### src/rtl/pcie_app_rst_seq_if.sv
// Signal bundle between the PCIe application reset sequencer and its surroundings.
// The sequencer uses the slave view; the stimulus side (HIP/engines model) uses the master view.
interface pcie_app_rst_seq_if #(
    parameter int unsigned NUM_ENG = 2
);
    logic               app_rstn;
    logic [4:0]         ltssm;
    logic               sw_rst_req;
    logic [NUM_ENG-1:0] eng_idle;
    logic               clr_status;
    logic               quiesce_req;
    logic [NUM_ENG-1:0] eng_rstn;
    logic               link_up;
    logic               drain_timeout;
    logic [2:0]         seq_state;

    modport master (
        output app_rstn, ltssm, sw_rst_req, eng_idle, clr_status,
        input  quiesce_req, eng_rstn, link_up, drain_timeout, seq_state
    );

    modport slave (
        input  app_rstn, ltssm, sw_rst_req, eng_idle, clr_status,
        output quiesce_req, eng_rstn, link_up, drain_timeout, seq_state
    );
endinterface

### src/rtl/pcie_app_rst_seq.sv
// Application DMA engine reset sequencer: quiesces engines on link loss or SW request, holds
// them in reset, and releases them in staggered order once the link has been stable in L0.
module pcie_app_rst_seq #(
    parameter int unsigned NUM_ENG     = 2,
    parameter int unsigned LINK_STABLE = 64,
    parameter int unsigned STAGE_GAP   = 8,
    parameter int unsigned DRAIN_TO    = 1024,
    parameter int unsigned HOLD_CYC    = 16,
    parameter logic [4:0]  L0_CODE     = 5'h0F
) (
    input  logic                 pld_clk,
    input  logic                 npor,
    pcie_app_rst_seq_if.slave    bus
);

    localparam int unsigned CNT_W = 16;
    localparam int unsigned LTW   = 5;

    localparam logic [LTW-1:0]   LTSSM_QUIET  = 5'h00;
    localparam logic [LTW-1:0]   LTSSM_HOTRST = 5'h10;
    localparam logic [CNT_W-1:0] STABLE_LAST  = CNT_W'(LINK_STABLE - 1);
    localparam logic [CNT_W-1:0] DRAIN_LAST   = CNT_W'(DRAIN_TO - 1);
    localparam logic [CNT_W-1:0] HOLD_LAST    = CNT_W'(HOLD_CYC - 1);

    typedef enum logic [2:0] {
        S_WAIT_LINK = 3'd1,
        S_RELEASE   = 3'd2,
        S_RUN       = 3'd3,
        S_DRAIN     = 3'd4,
        S_HOLD      = 3'd5
    } state_t;

    state_t             state;
    logic [CNT_W-1:0]   cnt;
    logic [LTW-1:0]     ltssm_r;
    logic [NUM_ENG-1:0] eng_rstn;
    logic               quiesce_req;
    logic               link_up;
    logic               drain_timeout;

    logic               link_ok_c;
    logic               all_idle_c;
    logic               drain_trig_c;
    logic               timeout_c;
    logic               go_hold_c;

    // LTSSM state is sampled once before any decision is made on it.
    always_ff @(posedge pld_clk or negedge npor) begin
        if (!npor) begin
            ltssm_r <= '0;
        end else begin
            ltssm_r <= bus.ltssm;
        end
    end

    assign link_ok_c    = bus.app_rstn && (ltssm_r == L0_CODE);
    assign all_idle_c   = &bus.eng_idle;
    assign drain_trig_c = (ltssm_r == LTSSM_QUIET) || (ltssm_r == LTSSM_HOTRST) || bus.sw_rst_req;
    // Idle beats timeout on the same cycle; app_rstn loss abandons the drain without flagging it.
    assign timeout_c    = (state == S_DRAIN) && bus.app_rstn && !all_idle_c && (cnt == DRAIN_LAST);

    // Every path into HOLD, including recovery from an illegal state code.
    always_comb begin
        go_hold_c = 1'b0;
        case (state)
            S_WAIT_LINK: go_hold_c = 1'b0;
            S_RELEASE:   go_hold_c = !link_ok_c;
            S_RUN:       go_hold_c = !bus.app_rstn;
            S_DRAIN:     go_hold_c = !bus.app_rstn || all_idle_c || (cnt == DRAIN_LAST);
            S_HOLD:      go_hold_c = 1'b0;
            default:     go_hold_c = 1'b1;
        endcase
    end

    // Sequencer state, shared counter and registered outputs.
    always_ff @(posedge pld_clk or negedge npor) begin
        if (!npor) begin
            state         <= S_WAIT_LINK;
            cnt           <= '0;
            eng_rstn      <= '0;
            quiesce_req   <= 1'b0;
            link_up       <= 1'b0;
            drain_timeout <= 1'b0;
        end else begin
            if (bus.clr_status) begin
                drain_timeout <= 1'b0;
            end
            if (timeout_c) begin
                drain_timeout <= 1'b1;
            end

            if (go_hold_c) begin
                state       <= S_HOLD;
                cnt         <= '0;
                eng_rstn    <= '0;
                quiesce_req <= 1'b0;
                link_up     <= 1'b0;
            end else begin
                case (state)
                    S_WAIT_LINK: begin
                        if (!link_ok_c) begin
                            cnt <= '0;
                        end else if (cnt == STABLE_LAST) begin
                            state       <= S_RELEASE;
                            cnt         <= '0;
                            eng_rstn[0] <= 1'b1;
                        end else begin
                            cnt <= cnt + CNT_W'(1);
                        end
                    end

                    // Engine 0 leaves reset on entry; engine i follows i*STAGE_GAP edges later.
                    S_RELEASE: begin
                        if (eng_rstn[NUM_ENG-1]) begin
                            state   <= S_RUN;
                            cnt     <= '0;
                            link_up <= 1'b1;
                        end else begin
                            cnt <= cnt + CNT_W'(1);
                            for (int i = 1; i < NUM_ENG; i++) begin
                                if (cnt == CNT_W'(i * STAGE_GAP - 1)) begin
                                    eng_rstn[i] <= 1'b1;
                                end
                            end
                        end
                    end

                    S_RUN: begin
                        if (drain_trig_c) begin
                            state       <= S_DRAIN;
                            cnt         <= '0;
                            quiesce_req <= 1'b1;
                            link_up     <= 1'b0;
                        end
                    end

                    S_DRAIN: begin
                        cnt <= cnt + CNT_W'(1);
                    end

                    S_HOLD: begin
                        if (cnt == HOLD_LAST) begin
                            state <= S_WAIT_LINK;
                            cnt   <= '0;
                        end else begin
                            cnt <= cnt + CNT_W'(1);
                        end
                    end

                    default: begin
                        state <= S_HOLD;
                        cnt   <= '0;
                    end
                endcase
            end
        end
    end

    assign bus.seq_state     = state;
    assign bus.eng_rstn      = eng_rstn;
    assign bus.quiesce_req   = quiesce_req;
    assign bus.link_up       = link_up;
    assign bus.drain_timeout = drain_timeout;

endmodule

### src/flat_wrapper.sv
// flat-port wrapper written by rule: the top's interface ports become plain ports
module pcie_app_rst_seq_flat 
#(
    parameter int unsigned NUM_ENG     = 2,
    parameter int unsigned LINK_STABLE = 64,
    parameter int unsigned STAGE_GAP   = 8,
    parameter int unsigned DRAIN_TO    = 1024,
    parameter int unsigned HOLD_CYC    = 16,
    parameter logic [4:0]  L0_CODE     = 5'h0F
)
  (pld_clk, npor, bus_app_rstn, bus_ltssm, bus_sw_rst_req, bus_eng_idle, bus_clr_status, bus_quiesce_req, bus_eng_rstn, bus_link_up, bus_drain_timeout, bus_seq_state);
  pcie_app_rst_seq_if #(.NUM_ENG(NUM_ENG)) bus_i ();
  input  logic pld_clk;
  input  logic npor;
  input wire logic [$bits(bus_i.app_rstn)-1:0] bus_app_rstn;
  input wire logic [$bits(bus_i.ltssm)-1:0] bus_ltssm;
  input wire logic [$bits(bus_i.sw_rst_req)-1:0] bus_sw_rst_req;
  input wire logic [$bits(bus_i.eng_idle)-1:0] bus_eng_idle;
  input wire logic [$bits(bus_i.clr_status)-1:0] bus_clr_status;
  output wire logic [$bits(bus_i.quiesce_req)-1:0] bus_quiesce_req;
  output wire logic [$bits(bus_i.eng_rstn)-1:0] bus_eng_rstn;
  output wire logic [$bits(bus_i.link_up)-1:0] bus_link_up;
  output wire logic [$bits(bus_i.drain_timeout)-1:0] bus_drain_timeout;
  output wire logic [$bits(bus_i.seq_state)-1:0] bus_seq_state;
  assign bus_i.app_rstn = bus_app_rstn;
  assign bus_i.ltssm = bus_ltssm;
  assign bus_i.sw_rst_req = bus_sw_rst_req;
  assign bus_i.eng_idle = bus_eng_idle;
  assign bus_i.clr_status = bus_clr_status;
  assign bus_quiesce_req = bus_i.quiesce_req;
  assign bus_eng_rstn = bus_i.eng_rstn;
  assign bus_link_up = bus_i.link_up;
  assign bus_drain_timeout = bus_i.drain_timeout;
  assign bus_seq_state = bus_i.seq_state;
  pcie_app_rst_seq #(.NUM_ENG(NUM_ENG), .LINK_STABLE(LINK_STABLE), .STAGE_GAP(STAGE_GAP), .DRAIN_TO(DRAIN_TO), .HOLD_CYC(HOLD_CYC), .L0_CODE(L0_CODE)) u_core (.pld_clk(pld_clk), .npor(npor), .bus(bus_i));
endmodule
### config.mk
export PLATFORM = sky130hd
export DESIGN_NAME = pcie_app_rst_seq_flat
export DESIGN_NICKNAME = d
export VERILOG_FILES = /design/src/rtl/pcie_app_rst_seq_if.sv /design/src/rtl/pcie_app_rst_seq.sv /design/src/flat_wrapper.sv
export SDC_FILE = /design/constraint.sdc
export NUM_CORES = 1
export LEC_CHECK = 0
export CORE_MARGIN = 2
export CORE_UTILIZATION = 36
export CTS_CLUSTER_SIZE = 25
export DETAILED_ROUTE_END_ITERATION = 7
export PLACE_DENSITY = 0.54
export SLEW_MARGIN = 20
export SYNTH_ARGS = -nofsm -noshare
export SYNTH_HDL_FRONTEND = slang
export SYNTH_SLANG_ARGS = --single-unit
### constraint.sdc
create_clock -name pld_clk -period 1.8 [get_ports pld_clk]
set_input_delay 0.27 -clock pld_clk [delete_from_list [all_inputs] [get_ports pld_clk]]
set_output_delay 0.27 -clock pld_clk [all_outputs]
set_load 0.01 [all_outputs]
==> results.json, run 1 <==
{
  "critPathMaxFanout": 8,
  "row_count": 24,
  "status": "finished with violations",
  "powerDensity_nw_per_um2": 561,
  "finalPower_w": 0.00143,
  "antenna_left": 0,
  "synth-edff-count": 0,
  "cts_root_buf": "clkbuf_8",
  "syn-num-nets": 195,
  "fmax_mhz": 456,
  "grt_remaining_overflow": 0,
  "place_ws_ns": -0.531,
  "n_antenna_cell": 0,
  "leakage_nw": 1.14,
  "ys_seq_elements": 29,
  "crit_buf_inv": 3,
  "core-area_um2": 4410,
  "cts_inserted_buffers": 5,
  "clk_latency_ns": 0.30,
  "wl_mm": 5.18,
  "io_buffers": 19,
  "critPathLaunchType": "flop",
  "grt_max_degree": 30,
  "grt_setup_unrepaired": "yes",
  "crit_arrival_ns": 2.38,
  "yosysMostFrequentCell": "dfrtp_1",
  "timing.rr.end": "u_core.cnt[3]$_DFFE_PN0P_",
  "cp_slowest_cell": "dfrtp_1",
  "synthFlopType": "dfrtp_1",
  "worst-r2r-setup-slack_ns": -0.39,
  "synthArstFlopShare": 1.00,
  "cpLargestDelayFamily": "simple AND/OR/NAND/NOR gates",
  "place_hpwl_mm": 3.41,
  "vias": 1743,
  "synth_area_leaders": "dfrtp_1 (42%), nand2_1 (4.7%), nor2_1 (3.6%)",
  "clk_path_buf_depth": 2,
  "cpMostUsedCell": "buf_4",
  "fin_nets": 276,
  "vias_per_cell": 5.52,
  "ys_top_cells_by_count": "dfrtp_1 (28), nand2_1 (21), nor2_1 (16), a21oi_1 (11), nand3_1 (9)",
  "area_growth_pct": 52.9,
  "start_util": 0.379,
  "fp.dieH_um": 72.1,
  "die_w_um": 72.1,
  "worst_clock_skew_ns": 0.0124,
  "drt-pass1-iter-count": 4,
  "hold_viol_final": 0,
  "ctsHtreeMaxLevel": 2,
  "path_class": "flop to flop",
  "io_pins": 20,
  "cts.sinks": 29,
  "tightest_slew_ns": 0.422,
  "slowest_delay_ns": 0.40,
  "crit_chain": "nor4_2 > buf_4 > nand4_1 > nor2_1 > a211oi_4 > buf_4 > buf_6 > a21o_1 > a22o_1",
  "relSlewSlack": 0.718,
  "rr_worst_depth": 9,
  "drive_gt1_frac": 0.364,
  "clkTransAtPathRegs_ns": 0.08,
  "endpoint_kind": "flop",
  "grt_use_total": 0.211,
  "final_area_um2": 2560,
  "tns_ns": -4.64,
  "avgSynthCellArea_um2": 9.18,
  "setup_viol": 18,
  "antenna_found_initial": 0,
  "grt_pass1_vias": 1761,
  "die_area_um2": 5200,
  "violations": "setup timing",
  "grt_pass1_wl_mm": 8.48,
  "finalCritPeriodShare": 1.22,
  "place.gp.congestion": 0.825,
  "required_ns": 1.99,
  "r2r-start": "u_core.cnt[10]$_DFFE_PN0P_",
  "drc": 0,
  "final.min_clock_period_ns": 2.19,
  "yosysTopAreaCell": "dfrtp_1",
  "irDropWorstVdd_mv": 0.363,
  "layout_setup_ws_ns": -0.392,
  "routedWlPerCell_um": 16.4,
  "cts_tree": "done",
  "yosysWarnings": 0,
  "drv_slew": 0,
  "maxCapViolations": 0,
  "fin_util": 0.579,
  "netlist.area_leader.share": 0.419,
  "drtIter0Drc": 151,
  "netlist_area_um2": 1670,
  "place_area_um2": 2270,
  "synth_cell_type_count": 49,
  "syn_inst": 182,
  "ys_seq_area_frac": 0.435,
  "worstHoldPathType": "input pin to async pin"
}
## worst max-delay path by stage
| stage | startpoint | to | slack (ns) | cells past startpoint |
|---|---|---|---|---|
| global placement | bus_app_rstn | u_core.cnt[10]$_DFFE_PN0P_ | -0.43 | 8 |
| CTS | u_core.cnt[10]$_DFFE_PN0P_ | u_core.cnt[10]$_DFFE_PN0P_ | -0.19 | 8 |
| detailed placement | bus_app_rstn | u_core.cnt[10]$_DFFE_PN0P_ | -0.53 | 8 |
| floorplan | u_core.cnt[11]$_DFFE_PN0P_ | u_core.cnt[7]$_DFFE_PN0P_ | -0.006 | 6 |
| global route | u_core.cnt[10]$_DFFE_PN0P_ | u_core.cnt[3]$_DFFE_PN0P_ | -0.41 | 9 |
| finish | u_core.cnt[10]$_DFFE_PN0P_ | u_core.cnt[3]$_DFFE_PN0P_ | -0.39 | 9 |
## area by class of cell
type | instances | area [µm²]
flip-flops and latches | 29 | 727
multi-input cells | 141 | 945
inverters | 1 | 3.75
fillers | 365 | 1860
clock buffers | 5 | 68.8
clock inverters | 3 | 46.3
repair buffers | 85 | 701
well taps | 52 | 65.1
## worst reg2reg max path, delay by kind of cell, from the launching register on
kind / cells / cell delay, ns
DFF: 1 / 0.40
AOI/OAI and AO/OA: 3 / 0.44
buffers and inverters: 3 / 0.47
and+or+nand+nor: 3 / 0.76
## cell usage in the layout, fill, tap and decap left out, types with 3 or more instances in the layout
cell type,instances
a21oi_1,11
a22o_1,5
a31oi_1,7
and3_1,3
and3_4,3
and4_1,3
buf_4,60
buf_6,5
clkbuf_8,5
clkdlybuf4s50_1,18
dfrtp_1,28
mux2i_1,3
nand2_1,21
nand2b_1,6
nand3_1,9
nand3b_1,3
nand4_1,7
nor2_1,15
nor3_1,3
o21ai_1,3
## registers in the layout, indices dropped and copies added (netlist names)
| name | cells |
|---|---|
| u_core.cnt | 16 |
| u_core.ltssm_r | 5 |
| u_core.bus.seq_state | 3 |
| u_core.bus.eng_rstn | 2 |
| u_core.bus.drain_timeout | 1 |
| u_core.bus.link_up | 1 |
| u_core.bus.quiesce_req | 1 |
## per-layer routing
metal,routed length [µm],up-vias,GRT usage
met3,240,12,0.0542
met1,2260,855,0.275
met4,83,0,0.0608
met2,2600,42,0.347
met5,0,-,0
li1,-,834,-
## metrics by stage
stage	hold slack (ns)	cells
global placement	0.479	292
global route	0.386	316
floorplan	-0.0256	182
detailed placement	0.490	292
CTS	0.372	309
finish	0.347	316
## repair_timing
action / 4_1_cts / 5_1_grt
pin swaps: 15 / 4
cloned: 1 / 0
hold endpoints to repair: 0 / 0
endpoints found under the setup margin: 18 / 22
hold buffers: 0 / 0
resized for setup: 9 / 6
buffers inserted: 9 / 7
## power breakdown
group | internal (W) | switching [W] | total (W)
combinational | 0.0000333 | 0.0000268 | 0.0000601
clock | 0.000414 | 0.000299 | 0.000713
sequential | 0.000657 | 0.00000369 | 0.000661
## kinds of logic after synthesis
family	share of synthesized area
compound gates	0.190
fa+ha+maj	0.00748
buf+inv	0.0404
flops	0.435
mux	0.0314
simple gates	0.296
Power figures use the tool's default switching activity.
==> inputs of run 2 (changes only) <==
--- a/config.mk
+++ b/config.mk
@@ -10,7 +10,6 @@
 export CTS_CLUSTER_SIZE = 25
 export DETAILED_ROUTE_END_ITERATION = 7
 export PLACE_DENSITY = 0.54
-export SLEW_MARGIN = 20
 export SYNTH_ARGS = -nofsm -noshare
 export SYNTH_HDL_FRONTEND = slang
 export SYNTH_SLANG_ARGS = --single-unit
==> results of run 2 <==
Final layout, timing and power as in run 1 (identical DEF).
==> inputs of run 3 (changes only) <==
--- a/config.mk
+++ b/config.mk
@@ -5,7 +5,7 @@
 export SDC_FILE = /design/constraint.sdc
 export NUM_CORES = 1
 export LEC_CHECK = 0
-export CORE_MARGIN = 2
+export CORE_MARGIN = 1
 export CORE_UTILIZATION = 36
 export CTS_CLUSTER_SIZE = 25
 export DETAILED_ROUTE_END_ITERATION = 7
==> run 3 against run 2 <==
  * The run still ends with setup timing left
  * Core utilization shrank 2.6 points
  * Sequential power is essentially flat
  * Combinational power shrank 2%
  * Critical path depth is the same
  * First-iteration DRC count shrank 55%
  * Largest power group is now registers
  * Critical endpoint is now u_core.cnt[13]$_DFFE_PN0P_
  * Final cell count shrank 3.8%
  * Sequential share of layout area grew 1.3 points
  * Setup slack gained 0.20 ns
  * Final area shrank 4.5%
  * Routed wire length shrank 12%
==> results.json, run 3 (same netlist as run 1, synthesis figures left out) <==
{
  "timing.rr.end": "u_core.cnt[10]$_DFFE_PN0P_",
  "leakage_nw": 1.09,
  "antenna_left": 0,
  "clk_latency_ns": 0.28,
  "drc": 0,
  "cts.sinks": 29,
  "drive_gt1_frac": 0.333,
  "layout_setup_ws_ns": -0.192,
  "fillers": 384,
  "fin_nets": 264,
  "grt_use_total": 0.207,
  "finalCritPeriodShare": 1.11,
  "cpLargestDelayFamily": "buffers and inverters",
  "area_growth_pct": 46.1,
  "crit_buf_inv": 3,
  "r2r-start": "u_core.cnt[11]$_DFFE_PN0P_",
  "critPathLaunchType": "input pin",
  "cts_inserted_buffers": 5,
  "powerDensity_nw_per_um2": 539,
  "regMostFlops": "u_core.cnt",
  "tns_ns": -2.24,
  "cts_root_buf": "clkbuf_8",
  "violations": "setup timing",
  "vias": 1648,
  "dp.cells": 289,
  "clk_path_buf_depth": 2,
  "die_w_um": 70.1,
  "core-area_um2": 4410,
  "antenna_found_initial": 0,
  "place.gp.congestion": 0.854,
  "worstHoldPathType": "input pin to async pin",
  "cp_num_cells": 9,
  "io_buffers": 19,
  "worst-r2r-setup-slack_ns": -0.18,
  "largest_reg_flops": 16,
  "hold_viol_final": 0,
  "cts_tree": "done",
  "holdWs_ns": 0.392,
  "die_area_um2": 4920,
  "row_count": 24,
  "final_cell_mix": "buf_4 (52), dfrtp_1 (28), nand2_1 (21)",
  "final.min_clock_period_ns": 1.99,
  "start_util": 0.379,
  "vias_per_cell": 5.42,
  "required_ns": 2.01,
  "layout.cells.non_filler": 304,
  "worst_clock_skew_ns": 0.00694,
  "crit_arrival_ns": 2.20,
  "tightest_slew_ns": 0.382,
  "routedWlPerCell_um": 15.0,
  "status": "finished with violations",
  "grt_pass1_vias": 1655,
  "critPathMaxFanout": 6,
  "rr_worst_depth": 8,
  "io_pins": 20,
  "endpoint_kind": "flop",
  "slowest_delay_ns": 0.51,
  "grt_setup_unrepaired": "yes",
  "ctsHtreeMaxLevel": 2,
  "grt_max_degree": 30,
  "irDropWorstVdd_mv": 0.394,
  "crit_chain": "clkdlybuf4s50_1 > and4b_1 > and3_4 > a31oi_2 > a211oi_4 > buf_6 > buf_4 > nand3_1 > mux2i_1",
  "fp.dieH_um": 70.1,
  "drtIter0Drc": 68,
  "wl_mm": 4.55,
  "cp_slowest_cell": "clkdlybuf4s50_1",
  "drv_slew": 0,
  "clkTransAtPathRegs_ns": 0.07,
  "place_hpwl_mm": 3.40,
  "relSlewSlack": 0.745,
  "final_common_cell": "buf_4",
  "grt_remaining_overflow": 0,
  "holdBufCountCts": 0,
  "fmax_mhz": 502,
  "n_antenna_cell": 0,
  "drt-pass1-iter-count": 4,
  "maxCapViolations": 0,
  "setup_viol": 18,
  "path_class": "input pin to flop",
  "grt_pass1_wl_mm": 7.98
}
[run 3: changes by cell type in the layout (fill, tap and decap cells not counted), moves of 2 or more]
cell,before,now
buf_4,60,52
a21oi_1,11,9
clkbuf_8,5,7
a21oi_2,0,2
buf_6,5,2
[run 3: worst max path at each step]
stage | start | to
floorplan | u_core.cnt[11]$_DFFE_PN0P_ | u_core.cnt[7]$_DFFE_PN0P_
global placement | bus_app_rstn | u_core.cnt[10]$_DFFE_PN0P_
detailed placement | bus_app_rstn | u_core.cnt[15]$_DFFE_PN0P_
CTS | u_core.cnt[10]$_DFFE_PN0P_ | u_core.cnt[10]$_DFFE_PN0P_
global route | u_core.cnt[11]$_DFFE_PN0P_ | u_core.cnt[10]$_DFFE_PN0P_
finish | bus_app_rstn | u_core.cnt[13]$_DFFE_PN0P_
[run 3: cell type report]
type | instances | area (µm²) | share of cell area
clock inverter | 1 | 5.00 | 0.00205
clock buffer | 7 | 96.3 | 0.0394
tap | 52 | 65.1 | 0.0266
timing repair buffer | 73 | 606 | 0.248
sequential | 29 | 727 | 0.298
inverter | 1 | 3.75 | 0.00154
multi-input combinational | 141 | 940 | 0.385
[run 3: metrics by stage]
stage	total power (W)	utilization	cell area, µm²	setup slack (ns)
6_report	0.00132	0.553	2440	-0.192
5_1_grt	0.00138	0.553	2440	-0.282
4_1_cts	0.00134	0.548	2420	-0.172
3_5_place_dp	0.000732	0.508	2240	-0.563
3_3_place_gp	0.000732	0.508	2240	-0.416
2_1_floorplan	0.000682	-	1700	-0.00612
[run 3: where the power goes]
part | total, W | internal [W] | switching, W
Clock | 0.000596 | 0.000345 | 0.000251
Sequential | 0.000662 | 0.000658 | 0.00000388
Combinational | 0.0000591 | 0.0000333 | 0.0000258
Total | 0.00132 | 0.00104 | 0.000280
[run 3: metal layers]
layer,vias to the layer above,track usage,part of all wire
li1,815,-,-
met1,798,0.279,0.47
met2,33,0.326,0.49
met3,2,0.0505,0.039
met4,0,0.0667,0.0059
met5,-,0,0
[run 3: repair_timing]
| action | in CTS | in global routing |
|---|---|---|
| endpoints found under the setup margin | 17 | 23 |
| setup buffers | 6 | 1 |
| gates resized for setup | 7 | 5 |
| pin swaps | 13 | 4 |
